$ cat config.mk
export PLATFORM = sky130hd
export DESIGN_NAME = phf_cmds_multi
export DESIGN_NICKNAME = d
export VERILOG_FILES = /design/src/rtl/phf_cmds_multi.sv
export SDC_FILE = /design/constraint.sdc
export NUM_CORES = 1
export LEC_CHECK = 0
export CORE_MARGIN = 2
export CORE_UTILIZATION = 48
export DETAILED_ROUTE_END_ITERATION = 8
export DONT_BUFFER_PORTS = 1
export GPL_TIMING_DRIVEN = 0
export PLACE_DENSITY = 0.63
export SLEW_MARGIN = 0
export SYNTH_ARGS = -nofsm -noshare
export SYNTH_HDL_FRONTEND = slang
export SYNTH_SLANG_ARGS = --single-unit
$ cat constraint.sdc
create_clock -name clk -period 3.38 [get_ports clk]
set_input_delay 0.676 -clock clk [delete_from_list [all_inputs] [get_ports clk]]
set_output_delay 0.676 -clock clk [all_outputs]
set_load 0.005 [all_outputs]
$ cat src/rtl/phf_cmds_multi.sv
// Multi-channel PHF command handler: decodes target commands, runs a masked clear handshake
// on up to 16 channels with an optional timeout, and returns one response per command.

// Fallback command-word layout; a shared cmd_defs.vh included earlier takes precedence.
`ifndef CMD_TARGET
`define CMD_TARGET(c) c[31:28]
`endif
`ifndef CMD_INSTR
`define CMD_INSTR(c) c[27:20]
`endif
`ifndef SET_CMD_ERR
`define SET_CMD_ERR(c) ((c) | 32'h0008_0000)
`endif
`ifndef C_TARGET_PHF
`define C_TARGET_PHF 4'h5
`endif
`ifndef C_PHF_CLEAR
`define C_PHF_CLEAR 8'h01
`endif
`ifndef C_PHF_GET_STATUS
`define C_PHF_GET_STATUS 8'h02
`endif
`ifndef C_PHF_GET_BUSY
`define C_PHF_GET_BUSY 8'h03
`endif

module phf_cmds_multi #(
    parameter int unsigned NCH          = 4,
    parameter logic [3:0]  TARGET       = `C_TARGET_PHF,
    parameter logic [7:0]  I_CLEAR      = `C_PHF_CLEAR,
    parameter logic [7:0]  I_GET_STATUS = `C_PHF_GET_STATUS,
    parameter logic [7:0]  I_GET_BUSY   = `C_PHF_GET_BUSY,
    parameter int unsigned TMO          = 1024
) (
    input  logic           clk,
    input  logic           rst,
    input  logic           run,
    input  logic [31:0]    cmd,
    input  logic [NCH-1:0] sts,
    input  logic [NCH-1:0] busy,
    output logic           rsp_rdy,
    output logic [31:0]    rsp,
    output logic [NCH-1:0] clear_req
);

    localparam int unsigned    CntW    = (TMO > 0) ? $clog2(TMO + 1) : 1;
    localparam logic [CntW-1:0] CntLast = CntW'((TMO == 0) ? 0 : TMO - 1);

    typedef enum logic [1:0] {
        StIdle,
        StParse,
        StClearReq,
        StWait
    } state_e;

    state_e          state_q, state_d;
    logic [31:0]     cmd_q, cmd_d;
    logic [CntW-1:0] cnt_q, cnt_d;
    logic [31:0]     rsp_q, rsp_d;
    logic            rsp_rdy_q, rsp_rdy_d;

    logic [NCH-1:0]  mask;
    logic [15:0]     arg_hi;
    logic            mask_ok;
    logic [7:0]      instr;
    logic [NCH-1:0]  fail;

    assign mask    = cmd_q[NCH-1:0];
    // Argument bits above the channel range must be zero for a legal mask.
    assign arg_hi  = cmd_q[15:0] >> NCH;
    assign mask_ok = (|mask) && (arg_hi == '0);
    assign instr   = `CMD_INSTR(cmd_q);

    always_comb begin
        state_d   = state_q;
        cmd_d     = cmd_q;
        cnt_d     = cnt_q;
        rsp_d     = rsp_q;
        rsp_rdy_d = 1'b0;
        clear_req = '0;
        fail      = '0;

        unique case (state_q)
            StIdle: begin
                if (run && (`CMD_TARGET(cmd) == TARGET)) begin
                    cmd_d   = cmd;
                    state_d = StParse;
                end
            end

            StParse: begin
                if (instr == I_GET_STATUS) begin
                    rsp_d     = {cmd_q[31:16], 16'(sts)};
                    rsp_rdy_d = 1'b1;
                    state_d   = StIdle;
                end else if (instr == I_GET_BUSY) begin
                    rsp_d     = {cmd_q[31:16], 16'(busy)};
                    rsp_rdy_d = 1'b1;
                    state_d   = StIdle;
                end else if ((instr == I_CLEAR) && mask_ok) begin
                    cnt_d   = '0;
                    state_d = StClearReq;
                end else begin
                    rsp_d     = `SET_CMD_ERR(cmd_q);
                    rsp_rdy_d = 1'b1;
                    state_d   = StIdle;
                end
            end

            StClearReq: begin
                clear_req = mask;
                if ((busy & mask) == mask) begin
                    state_d = StWait;
                end else if ((TMO != 0) && (cnt_q == CntLast)) begin
                    fail      = mask & ~busy;
                    rsp_d     = `SET_CMD_ERR({cmd_q[31:16], 16'(fail)});
                    rsp_rdy_d = 1'b1;
                    state_d   = StIdle;
                end else begin
                    cnt_d = cnt_q + CntW'(1);
                end
            end

            StWait: begin
                if ((busy & mask) == '0) begin
                    rsp_d     = cmd_q;
                    rsp_rdy_d = 1'b1;
                    state_d   = StIdle;
                end else if ((TMO != 0) && (cnt_q == CntLast)) begin
                    fail      = mask & busy;
                    rsp_d     = `SET_CMD_ERR({cmd_q[31:16], 16'(fail)});
                    rsp_rdy_d = 1'b1;
                    state_d   = StIdle;
                end else begin
                    cnt_d = cnt_q + CntW'(1);
                end
            end

            default: state_d = StIdle;
        endcase
    end

    always_ff @(posedge clk) begin
        if (rst) begin
            state_q   <= StIdle;
            cmd_q     <= '0;
            cnt_q     <= '0;
            rsp_q     <= '0;
            rsp_rdy_q <= 1'b0;
        end else begin
            state_q   <= state_d;
            cmd_q     <= cmd_d;
            cnt_q     <= cnt_d;
            rsp_q     <= rsp_d;
            rsp_rdy_q <= rsp_rdy_d;
        end
    end

    assign rsp     = rsp_q;
    assign rsp_rdy = rsp_rdy_q;

endmodule

==> run_results.csv <==
group,metric,value,unit
finish,antenna_cells,0,
route,firstDrtPassIters,4,
timing,finalSetupViolCount,0,
clock_tree,cts_sinks,78,
logic_synthesis,syn_nets,475,
global_route,grt_pass1_wl,14600,um
clock_tree,cts_tree,"yes",
pwr,p_clk_frac,0.473,
route,drtAntennaViolNets,0,
logic_synthesis,yosys.area.top_type_share,0.447,
die,die_w,89.3,um
pwr,p_leak,1.22,nW
logic_synthesis,ys_ff_latch,78,
worst_setup_path,critPathArrivalTime,1.88,ns
finish,fill_cells,703,
worst_setup_path,worst_r2r_path_depth,6,
pwr,p_int,1.46,mW
clock_tree,ctsResizeCount,0,
clock_tree,cts_made_buffers,9,
pwr,power_frac_seq,0.496,
finish,syn_to_final_growth,10.8,%
clock_tree,htree_levels,3,
logic_synthesis,syn_area,3500,sq um
route,drt-initial-drc-count,120,
logic_synthesis,synth_simple_gate_area_frac,0.249,
logic_synthesis,async_flop_share,0,
route,avgViaCountPerCell,5.77,
logic_synthesis,ys_seq_area_frac,0.447,
worst_hold_path,holdCritPathClass,"in2reg",
route,wirelength,9320,um
global_route,grt_max_degree,15,
worst_setup_path,path_cells,"clkbuf_1 -> buf_1 -> nand2_1 -> nor2_1",
timing,drv_slew,0,
die,start_util,0.490,
clock_tree,clk_pin_slew,0.09,ns
logic_synthesis,synth_compound_area_frac,0.204,
timing,rsz0062_at_grt,"no",
worst_setup_path,cp_slowest_cell,"clkbuf_1",
finish,final_util,0.543,
worst_setup_path,max_stage_delay,0.42,ns
logic_synthesis,ys_top_cells_by_area,"dfxtp_1, nand2_1, a21oi_1",
die,dieArea,7980,sq um
logic_synthesis,yosysTopAreaCell,"dfxtp_1",
route,wl_per_cell,17.1,um
timing,post-route-min-period,2.55,ns
placement,portBuffers,0,
worst_setup_path,crit_required,2.70,ns
global_route,antenna_found_initial,0,
worst_setup_path,crit_type,"reg2out",
pwr,powerDensity,482,nW/um^2
clock_tree,cts_root_buf,"clkbuf_8",
finish,drive_gt1_frac,0.0761,
clock_tree,clock_path_buffers,2,
timing,max_freq,392,MHz
placement,finalWeightedCongestion,0.861,
route,vias,3153,
worst_setup_path,crit_fanout,10,
global_route,grt_pass1_vias,2984,
logic_synthesis,synthFlopType,"dfxtp_1",
pwr,p_comb_frac,0.031,
run_status,outcome,"completed",
global_route,grt_overflow,0,
timing,final.setup.tns,0,ns
pwr,p_sw_frac,0.220,
placement,hpwl,6730,um
logic_synthesis,synthDistinctLibCells,56,
clock_tree,post_cts_buffers,0,
die,io_pins,80,
global_route,grtUsageTotal,0.239,
timing,slew_headroom,0.539,
logic_synthesis,syn_area_per_cell,8.11,sq um
logic_synthesis,syn-instance-count,431,
clock_tree,worst_skew_pair.late_latency,0.36,ns
timing,hold_viol,0,
logic_synthesis,yosys.area_share.adder,0.00358,
finish,final_nets,486,
worst_setup_path,crit_family,"buffers and inverters",
worst_setup_path,r2r_slack,1.06,ns
worst_hold_path,hold_start,"cmd[12]",
worst_setup_path,timing.rr.start,"cmd_q[20]$_SDFFE_PP0P_",
logic_synthesis,synth_warnings,0,
flow_run,max_cap_violations,0,
logic_synthesis,synth_edf_count,0,
logic_synthesis,synth_top_family_by_area,"simple AND/OR/NAND/NOR gates",
clock_tree,cts-hold-fix-buffers,0,
worst_setup_path,worst_setup_path_start_kind,"flip-flop",
logic_synthesis,post_synth_xor_area_fraction,0,
route,drc,0,
timing,skew,0.0103,ns
worst_hold_path,min_to,"cmd_q[12]$_SDFFE_PP0P_",
logic_synthesis,synthMuxAreaShare,0.0487,
die,row_count,31,
timing,worst_slew_pin_slew,0.689,ns
die,core-area,7140,sq um
pwr,ir_drop,0.000323,V
worst_setup_path,end_kind,"output pin",
pwr,p_sw,411,uW
timing,period_share,0.755,
worst_setup_path,crit_buf_inv,2,
die,die_h,89.3,um
worst_setup_path,rr_endpoint,"cnt_q[7]$_SDFFE_PP0P_",
worst_hold_path,min_delay_path_depth,2,
-- state kept, by name (all words and copies together) (netlist names) --
| register | flops |
|---|---|
| cmd_q | 32 |
| cnt_q | 11 |
| rsp | 32 |
| rsp_rdy | 1 |
| state_q | 2 |
-- power by group through the flow --
stage	Combinational, mW	Sequential (mW)	Clock [mW]
2_1_floorplan	0.0427	0.948	0
3_3_place_gp	0.0573	0.949	0
3_5_place_dp	0.0572	0.949	0
4_1_cts	0.0575	0.927	0.894
5_1_grt	0.0632	0.928	0.931
6_report	0.0575	0.927	0.884
-- layer usage --
metal | up-vias | share of wire | global-route usage
li1 | 1563 | - | -
met1 | 1481 | 0.45 | 0.317
met2 | 93 | 0.46 | 0.356
met3 | 16 | 0.071 | 0.0739
met4 | 0 | 0.020 | 0.107
met5 | - | 0 | 0
-- kinds of logic after synthesis --
group / after synthesis
AO/OA/AOI/OAI: 114
buffers and inverters: 37
AND/OR/NAND/NOR: 184
adder cells (fa/ha/maj): 1
multiplexers: 17
flip-flops: 78
-- stage by stage --
stage	instance area (sq um)	setup slack [ns]	hold WS, ns	cells	power (mW)
after floorplan	3500	1.23	0.424	431	0.990
after global placement	3620	0.843	0.431	530	1.01
after detailed placement	3620	0.873	0.434	530	1.01
after CTS	3870	0.858	0.428	546	1.88
after global routing	3870	0.637	0.432	546	1.92
final	3870	0.829	0.437	546	1.87
-- cells in the mapped netlist, drive strengths merged (2+ instances only) --
library cell and count:
a21oi 48, a31oi 11, a41oi 2, and3 5
and4 2, buf 9, clkbuf 19, dfxtp 78
inv 8, mux2i 17, nand2 97, nand2b 2
nand3 27, nand4 4, nor2 18, nor2b 2
nor3 10, o2111a 2, o211ai 2, o21a 2
o21ai 24, o221ai 2, o22ai 4, o31ai 4
or3 3, or4 7
-- worst max-delay path by stage --
| stage | startpoint | endpoint | slack (ns) | depth (start not counted) |
|---|---|---|---|---|
| 2_1_floorplan | busy[1] | rsp[0]$_SDFFE_PP0P_ | 1.23 | 6 |
| 3_3_place_gp | busy[1] | rsp[23]$_SDFFE_PP0P_ | 0.84 | 6 |
| 3_5_place_dp | busy[1] | rsp[23]$_SDFFE_PP0P_ | 0.87 | 6 |
| 4_1_cts | state_q[1]$_SDFFE_PP0P_ | clear_req[3] | 0.86 | 4 |
| 5_1_grt | state_q[1]$_SDFFE_PP0P_ | clear_req[3] | 0.64 | 4 |
| 6_report | state_q[1]$_SDFFE_PP0P_ | clear_req[3] | 0.83 | 4 |
-- cells in the final DEF (no fill, tap or decap), drive strengths merged, types with 2 or more instances in the layout --
cell and n:
o21ai 24, inv 9, nand2 97, clkinv 2, o2111a 2, nor2b 2, nor2 18, a21oi 48
o221ai 2, and4 2, o31ai 4, dfxtp 78, clkbuf 29, o211ai 2, and3 5, buf 9
mux2i 17, o22ai 4, o21a 2, nand4 4, or4 7, or3 3, nand2b 2, nand3 27
a31oi 11, nor3 10, a41oi 2, bufinv 3
-- area by class of cell --
type	instances	area, sq um	area share
clock buffer	10	138	0.0355
buffer	28	134	0.0345
tap	99	124	0.0320
clock inverter	6	118	0.0304
inverter	9	33.8	0.00872
multi-input combinational	316	1770	0.456
sequential	78	1560	0.403
Power figures use the tool's default switching activity.
